<file path="src/rtl/prbs15_pkg.sv">
// Shared PRBS15 (x^15 + x^14 + 1) definitions: LFSR length, checker states and the
// multi-step advance used by the generator and the checker.
package prbs15_pkg;

  localparam int unsigned PRBS15_LEN = 15;

  typedef enum logic [1:0] {SEARCH, VERIFY, LOCKED} prbs15_chk_state_t;

  // Advance the LFSR 'steps' times (0..PRBS15_LEN), shifting the LSB out each step.
  function automatic logic [PRBS15_LEN-1:0] prbs15_advance(input logic [PRBS15_LEN-1:0] state,
                                                           input int unsigned steps);
    logic [PRBS15_LEN-1:0] s;
    s = state;
    for (int unsigned i = 0; i < PRBS15_LEN; i++) begin
      if (i < steps) s = {s[1] ^ s[0], s[PRBS15_LEN-1:1]};
    end
    return s;
  endfunction

endpackage

</file>
<file path="src/rtl/prbs15_step.sv">
// Combinational PRBS15 word advance: cur moved WORDWIDTH LFSR steps forward.
module prbs15_step
  import prbs15_pkg::*;
#(
  parameter int unsigned WORDWIDTH = 15
) (
  input  logic [PRBS15_LEN-1:0] cur,
  output logic [PRBS15_LEN-1:0] nxt
);

  assign nxt = prbs15_advance(cur, WORDWIDTH);

endmodule

</file>
<file path="config.mk">
export PLATFORM = sky130hd
export DESIGN_NAME = prbs15_step
export DESIGN_NICKNAME = d
export VERILOG_FILES = /design/src/rtl/prbs15_pkg.sv /design/src/rtl/prbs15_step.sv
export SDC_FILE = /design/constraint.sdc
export NUM_CORES = 1
export LEC_CHECK = 0
export ABC_AREA = 1
export BUFFER_PORTS_ARGS = -buffer_cell sky130_fd_sc_hd__buf_2
export CAP_MARGIN = 15
export CORE_AREA = 10 10 47 49
export DETAILED_ROUTE_END_ITERATION = 6
export DIE_AREA = 0 0 57 59
export PLACE_DENSITY = 0.44
export SETUP_SLACK_MARGIN = 0.02
export SLEW_MARGIN = 25
export SYNTH_ARGS = -nofsm -noshare
export SYNTH_HDL_FRONTEND = slang
export SYNTH_SLANG_ARGS = --single-unit
export TNS_END_PERCENT = 100
</file>
<file path="constraint.sdc">
create_clock -name vclk -period 0.8
set_input_delay 0.12 -clock vclk [all_inputs]
set_output_delay 0.12 -clock vclk [all_outputs]
set_load 0.02 [all_outputs]
</file>
## Yosys cells after proc, flatten, opt, wreduce, memory -nomap -nowiden

Cells that the tools add are included.
W data, S select, Z words.

- Register bits after elaboration: 0
- Input port bits: 15
- Output and inout port bits: 15

- Bitwise operators: 15

Operators with widths:

| kind | number |
|---|---|
| $xor A1 B1 Y1 | 15 |

## Logic depth before layout (Yosys ltp)

Gate-level depths: netlist of run 1.

- Depth after elaboration: 2
- Gate-level depth with buffers: 4
- Gate-level depth less buffers: 4

## Worst setup path after synthesis of run 1

OpenSTA, ideal clock, no wires.

- Path kind: input to output
- Start point: in cur[10]
- End point: out nxt[10]
- Data arrival time: 474 ps
- Required time: 680 ps
- Setup slack: 206 ps
- Stages: 1
- Cells stage by stage: xor2_1

- Word-level cells in the longest chain between the ends: 1

Ends and longest elaborated chain:

| item | RTL line | source |
|---|---|---|
| start, declared | prbs15_step.sv:7 | `input logic [PRBS15_LEN-1:0] cur,` |
| $xor A1 B1 Y1 | prbs15_pkg.sv:15 | `if (i < steps) s = {s[1] ^ s[0], s[PRBS15_LEN-1:1]};` |
| end, declared | prbs15_step.sv:8 | `output logic [PRBS15_LEN-1:0] nxt` |

No other way between the ends.

## Worst setup path in the final report of run 1

- Start point: in cur[1]
- End point: out nxt[14]

- Word-level cells in the longest chain between the ends: 2

Ends and longest elaborated chain:

| item | RTL line |
|---|---|
| $xor A1 B1 Y1 (2 in series) | prbs15_pkg.sv:15 |

No other way between the ends.

==> results.cfg, run 1 <==
[routing]
drt_iter0_markers = 2
first_pass_iters = 2
num_vias = 259
wire_per_inst_um = 9.89
drt_wl_total_um = 692
drc = 0
vias_per_cell = 3.70
ant_nets = 0

[sta]
tns_ns = 0
period_minus_slack_ns = 0.732
period_share_pct = 91.6
finalHoldViolations = 0
maxSlewViolCount = 0
slew-limit-headroom_pct = 91.7
setup_viol = 0
tightest_slew_ns = 0.124
timing.fmax_ghz = 1.37
rsz0062_at_grt = false

[status]
status = completed

[critical_path]
crit_fanout = 4
crit_path_end_kind = primary output
max_stage_delay_ns = 0.13
critical_path_arrival_ns = 0.61
cp_slowest_cell = buf_4
setup.worst_path.start_class = input port
path_class = input port to primary output
crit_chain = buf_4, inv_2, nand2_2, nand3_1, nand2_1, buf_6
required_ns = 0.68

[final_layout]
layout-drive-gt1-share_pct = 63.0
num-fill-cells = 163
seq_cell_count = 0
multiInputGateArea_um2 = 151
diodes = 0
clock_buffers = 0
ff_latch_area_um2 = 0
fin_area_um2 = 342
areaGrowthSynthToFinish_pct = 113
final_nets = 71

[run]
max-cap-violations = 0

[grt]
grt_first_pass_wirelength_um = 1160
grt_max_degree = 5
grt_pass1_vias = 289
grt_usage_pct = 3.84
overflow = 0
antenna_found_initial = 0

[synthesis]
syn-cell-area_um2 = 160
synth_cells = 24
syn-num-nets = 39
ys_seq_area_share_pct = 0
avgSynthCellArea_um2 = 6.67
yosysWarnings = 0
ys_types = 6

[placed_design]
io_buffers = 30
hpwl_um = 685
post_dp_cell_area_um2 = 330
gp_congestion = 0.561

[clocking]
cts_setup_buffers = 0
ctsResizeCount = 0
cts_hold_buf = 0

[die]
die_area_um2 = 3360
die_h_um = 59
core_area_um2 = 1400
die_width_um = 57
initial_core_util_pct = 11.4
ios = 30
num_rows = 14

[power_and_ir_drop]
p_per_area_nw_per_um2 = 895
ir_worst_vdd_v = 0.000218
leakage_nw = 0.213
total_power_mw = 0.306

[hold_path]
hp-class = input port to primary output
[logic make-up after synthesis]
logic type	synth area share, %
and+or+nand+nor	21.9
buffers and inverters	7.03
xor gates and xnor gates	71.1
[cells in the mapped netlist]
library cell	instances	area [µm²]
inv_2	1	3.75
xor2_1	13	114
nand3_1	2	10.0
inv_1	2	7.51
nand2_1	5	18.8
nand2_2	1	6.26
[metal layers]
metal | vias to the layer above | wire (µm) | GRT usage, %
li1 | 134 | - | -
met1 | 106 | 278 | 4.03
met2 | 19 | 300 | 6.82
met3 | 0 | 113 | 2.36
met4 | 0 | 0 | 0
met5 | - | 0 | 0
[critical path, delay by kind of cell]
family	cells	cell delay, ns
buf+inv	3	0.32
simple gates	3	0.18
[where the power goes]
part           internal [mW]  switching [mW]
Sequential                 0               0
Combinational          0.119           0.187
Clock                      0               0
[worst paths after layout]
check,from,end,depth (start not counted)
setup / recovery,cur[1],nxt[14],6
hold / removal,cur[13],nxt[12],3
[cells in the final DEF, fill, tap and decap left out]
cell and count:
buf_2 28, xor2_1 13, nand2_1 4, inv_2 2, nand2_2 2, nand3_1 2, inv_1 1, buf_4 1
buf_6 1
[final cells by class]
class / instances / area share (%)
well taps: 16 / 5.86
inverters: 3 / 3.30
multi-input cells: 21 / 44.3
repair buffers: 30 / 46.5
[stage by stage]
stage | std cells | utilization (%) | hold slack, ns | setup slack (ns)
floorplan | 24 | - | 0.364 | 0.206
global placement | 70 | 23.6 | 0.547 | 0.0542
detailed placement | 70 | 23.6 | 0.549 | 0.0534
CTS | 70 | 23.6 | 0.550 | 0.0519
global route | 70 | 24.4 | 0.565 | 0.0259
finish | 70 | 24.4 | 0.546 | 0.0676
Note: power is estimated with default switching activity, not from simulation.
==> run 2, diff against run 1 <==
--- a/config.mk
+++ b/config.mk
@@ -7,3 +7,2 @@
 export LEC_CHECK = 0
-export ABC_AREA = 1
 export BUFFER_PORTS_ARGS = -buffer_cell sky130_fd_sc_hd__buf_2
@@ -13,3 +12,3 @@
 export DIE_AREA = 0 0 57 59
-export PLACE_DENSITY = 0.44
+export PLACE_DENSITY = 0.43
 export SETUP_SLACK_MARGIN = 0.02
==> constraint.sdc (replaced) <==
create_clock -name vclk -period 0.8
set_input_delay 0.12 -clock vclk [all_inputs]
set_output_delay 0.12 -clock vclk [all_outputs]
set_load 0.05 [all_outputs]
==> results.cfg, run 2 <==
[status]
status = complete, but fails checks
violations = setup timing

[critical_path]
max_stage_delay_ns = 0.42
path_class = input port to primary output
crit_fanout = 2
crit_chain = buf_8, xor3_2, buf_8
crit_top_cell = buf_8
cp_slowest_cell = xor3_2
setup.worst_path.start_class = input port
critical_path_arrival_ns = 0.77
crit_path_end_kind = primary output
required_ns = 0.68

[routing]
vias_per_cell = 3.45
drt_iter0_markers = 1
drt_wl_total_um = 706
first_pass_iters = 2
ant_nets = 0
wire_per_inst_um = 11.0
drc = 0
num_vias = 221

[sta]
timing.fmax_ghz = 1.12
tightest_slew_ns = 0.161
finalHoldViolations = 0
setup_slack_ns = -0.0930
tns_ns = -0.0930
maxSlewViolCount = 0
setup_viol = 1
period_minus_slack_ns = 0.893
rsz0062_at_grt = true
period_share_pct = 112
slew-limit-headroom_pct = 89.4

[final_layout]
layout_common_cells = 14 x xor2_2, 12 x buf_2, 10 x buf_4
final_nets = 65
clock_buffers = 0
utilization_pct = 38.5
seq_cell_count = 0
ff_latch_area_um2 = 0
areaGrowthSynthToFinish_pct = 268
fin_cells = 64
diodes = 0
layout-drive-gt1-share_pct = 100
layout_commonest_cell = xor2_2

[power_and_ir_drop]
clockPowerShare_pct = 0
power_frac_seq_pct = 0
p_sw_mw = 0.410
switching_share_pct = 63.3
power.internal_mw = 0.238
total_power_mw = 0.648
leakage_nw = 0.258
p_per_area_nw_per_um2 = 1200
ir_worst_vdd_v = 0.000539
power_frac_comb_pct = 100.0

[placed_design]
placed_cells = 63
io_buffers = 30
gp_congestion = 0.559
hpwl_um = 693
post-place-ws_ns = -0.163

[synthesis]
yosys.area.top_type = xor2_1
synthTopCellsByCount = 14 x xor2_1, 1 x xor3_1
ys_types = 2
syn-num-nets = 30
avgSynthCellArea_um2 = 9.76
synth_top_area_share_pct = 83.8
synthTopCellsByArea = xor2_1 84%, xor3_1 16%
synth_cells = 15
yosysWarnings = 0
synth_most_common_cell = xor2_1
ys_seq_area_share_pct = 0
syn-cell-area_um2 = 146

[grt]
grt_first_pass_wirelength_um = 1260
grt_usage_pct = 4.32
grt_pass1_vias = 289
antenna_found_initial = 0
overflow = 0
grt_max_degree = 3

[die]
num_rows = 14
core_area_um2 = 1400
initial_core_util_pct = 10.4
die_h_um = 59
die_area_um2 = 3360
ios = 30
die_width_um = 57

[run]
max-cap-violations = 0

[clocking]
cts_hold_buf = 0

[hold_path]
hp-class = input port to primary output
-- run 2: cell count changes after synthesis, sizes merged --
cell / change
nand3: -2
inv: -3
xor2: +1
xor3: +1
nand2: -6
-- run 2: worst paths after layout --
| path | start | endpoint | cells after the start |
|---|---|---|---|
| max | cur[14] | nxt[14] | 3 |
| min | cur[13] | nxt[13] | 3 |
-- run 2: metrics by stage --
step	instance area, µm²	hold slack [ns]
floorplan	253	0.414
global placement	438	0.611
detailed placement	438	0.624
CTS	520	0.601
global route	539	0.614
finish	539	0.595
-- run 2: metal layers --
layer	track usage, %	vias up	wire, µm	part of all wire [%]
met3	2.36	0	104	15
met4	0	0	0	0
met1	4.74	104	243	34
met2	7.60	19	359	51
met5	0	-	0	0
li1	-	98	-	-
-- run 2: repair_timing --
action                                  4_1_cts  5_1_grt
resized for setup                            24        5
pin swaps                                     3        1
setup buffers                                 1        0
endpoints found under the setup margin       12        5
-- run 2: cells by family (layout without fill, tap and decap cells) --
family / Yosys count / count (layout) / share of synthesized area [%]
buf+inv: 0 / 33 / 0
xor+xnor: 15 / 15 / 100
-- run 2: critical path, delay by kind of cell --
kind,cells,cell delay [ns]
xor+xnor,1,0.42
buf+inv,2,0.23
-- run 2: final cells by class --
type	instances	area (µm²)
Tap cell	16	20.0
Multi-Input combinational cell	15	253
Timing Repair Buffer	33	267
Fill cell	154	862
-- run 2: power groups by stage --
stage                     Combinational (mW)  Clock [mW]  Sequential (mW)
after floorplan                        0.381           0                0
after global placement                 0.553           0                0
after detailed placement               0.556           0                0
after CTS                              0.645           0                0
after global routing                   0.682           0                0
final                                  0.648           0                0
==> run 3, diff against run 2 <==
==> constraint.sdc (replaced) <==
create_clock -name vclk -period 0.8
set_input_delay 0.12 -clock vclk [all_inputs]
set_output_delay 0.12 -clock vclk [all_outputs]
set_load 0.1 [all_outputs]
==> results.cfg, run 3 (synthesized netlist as in run 2, its figures left out) <==
[status]
status = complete, but fails checks
violations = setup timing

[die]
die_area_um2 = 3360
die_width_um = 57
die_h_um = 59
ios = 30
num_rows = 14
core_area_um2 = 1400
initial_core_util_pct = 10.4

[sta]
maxSlewViolCount = 0
tightest_slew_ns = 0.148
slew-limit-headroom_pct = 90.1
whs_ns = 0.595
rsz0062_at_grt = true
period_share_pct = 125
period_minus_slack_ns = 1.00
setup_slack_ns = -0.200
setup_viol = 3
timing.fmax_ghz = 1.00
finalHoldViolations = 0

[critical_path]
critical_path_arrival_ns = 0.88
required_ns = 0.68
setup.worst_path.start_class = input port
crit_fanout = 2
path_class = input port to primary output
crit_path_end_kind = primary output

[final_layout]
utilization_pct = 64.4
diodes = 0
num-fill-cells = 103
layout-drive-gt1-share_pct = 100
seq_cell_count = 0
clock_buffers = 0
layout_commonest_cell = buf_12
areaGrowthSynthToFinish_pct = 516
final_nets = 65
layout_common_cells = 15 x buf_12, 14 x xor2_4, 9 x buf_6, 9 x buf_4, 1 x xor3_4
ff_latch_area_um2 = 0

[routing]
first_pass_iters = 2
drt_iter0_markers = 2
drc = 0
wire_per_inst_um = 14.4
vias_per_cell = 3.56
num_vias = 228
ant_nets = 0
drt_wl_total_um = 919

[placed_design]
io_buffers = 30
post-place-ws_ns = -0.218
gp_congestion = 0.641

[grt]
grt_first_pass_wirelength_um = 1510
antenna_found_initial = 0
grt_max_degree = 3
grt_usage_pct = 5.44
grt_pass1_vias = 301
overflow = 0

[power_and_ir_drop]
ir_worst_vdd_v = 0.000766
total_power_mw = 1.31
p_per_area_nw_per_um2 = 1450
leakage_nw = 0.359

[run]
max-cap-violations = 0

[hold_path]
hp-class = input port to primary output

[clocking]
cts_hold_buf = 0
-- run 3: cell count changes in the layout (fill, tap and decap cells not counted), moves of 2 or more --
cell | previous run | this run
xor2_2 | 14 | 0
buf_8 | 4 | 0
xor2_4 | 0 | 14
buf_2 | 12 | 0
buf_12 | 0 | 15
buf_6 | 5 | 9
clkbuf_4 | 2 | 0
-- run 3: where the power goes --
group	switching [mW]	internal (mW)	leakage, nW	total, mW
clock	0	0	0	0
combinational	0.816	0.493	0.359	1.31
sequential	0	0	0	0
-- run 3: metal layers --
layer	GRT usage, %	vias to the layer above	wire, µm
met5	0	-	0
met2	11.6	16	575
met1	4.12	112	200
met4	0	0	0
met3	3.43	0	143
li1	-	100	-
-- run 3: repair_timing --
action | CTS | global route
pin swaps | 2 | 5
setup buffers | 1 | 0
endpoints found under the setup margin | 15 | 8
gates resized for setup | 15 | 6
-- run 3: stage by stage --
stage          cells  TNS, ns  area [µm²]
4_1_cts           64   -0.315         877
3_5_place_dp      64   -0.474         831
3_3_place_gp      64   -0.367         831
2_1_floorplan     15   -0.252         413
6_report          64   -0.285         902
5_1_grt           64   -0.331         902
-- run 3: worst paths after layout --
check | startpoint | end | depth (start not counted)
worst min-delay path | cur[4] | nxt[4] | 3
worst max-delay path | cur[0] | nxt[14] | 3
-- run 3: area by class of cell --
class                           count  area, µm²  area share, %
Multi-Input combinational cell     15        413           45.8
Timing Repair Buffer               33        469           52.0
Tap cell                           16       20.0           2.22
-- run 3: worst max-delay path: stages --
cell and delay (ns):
buf_6 0.07, xor3_4 0.49, buf_12 0.19
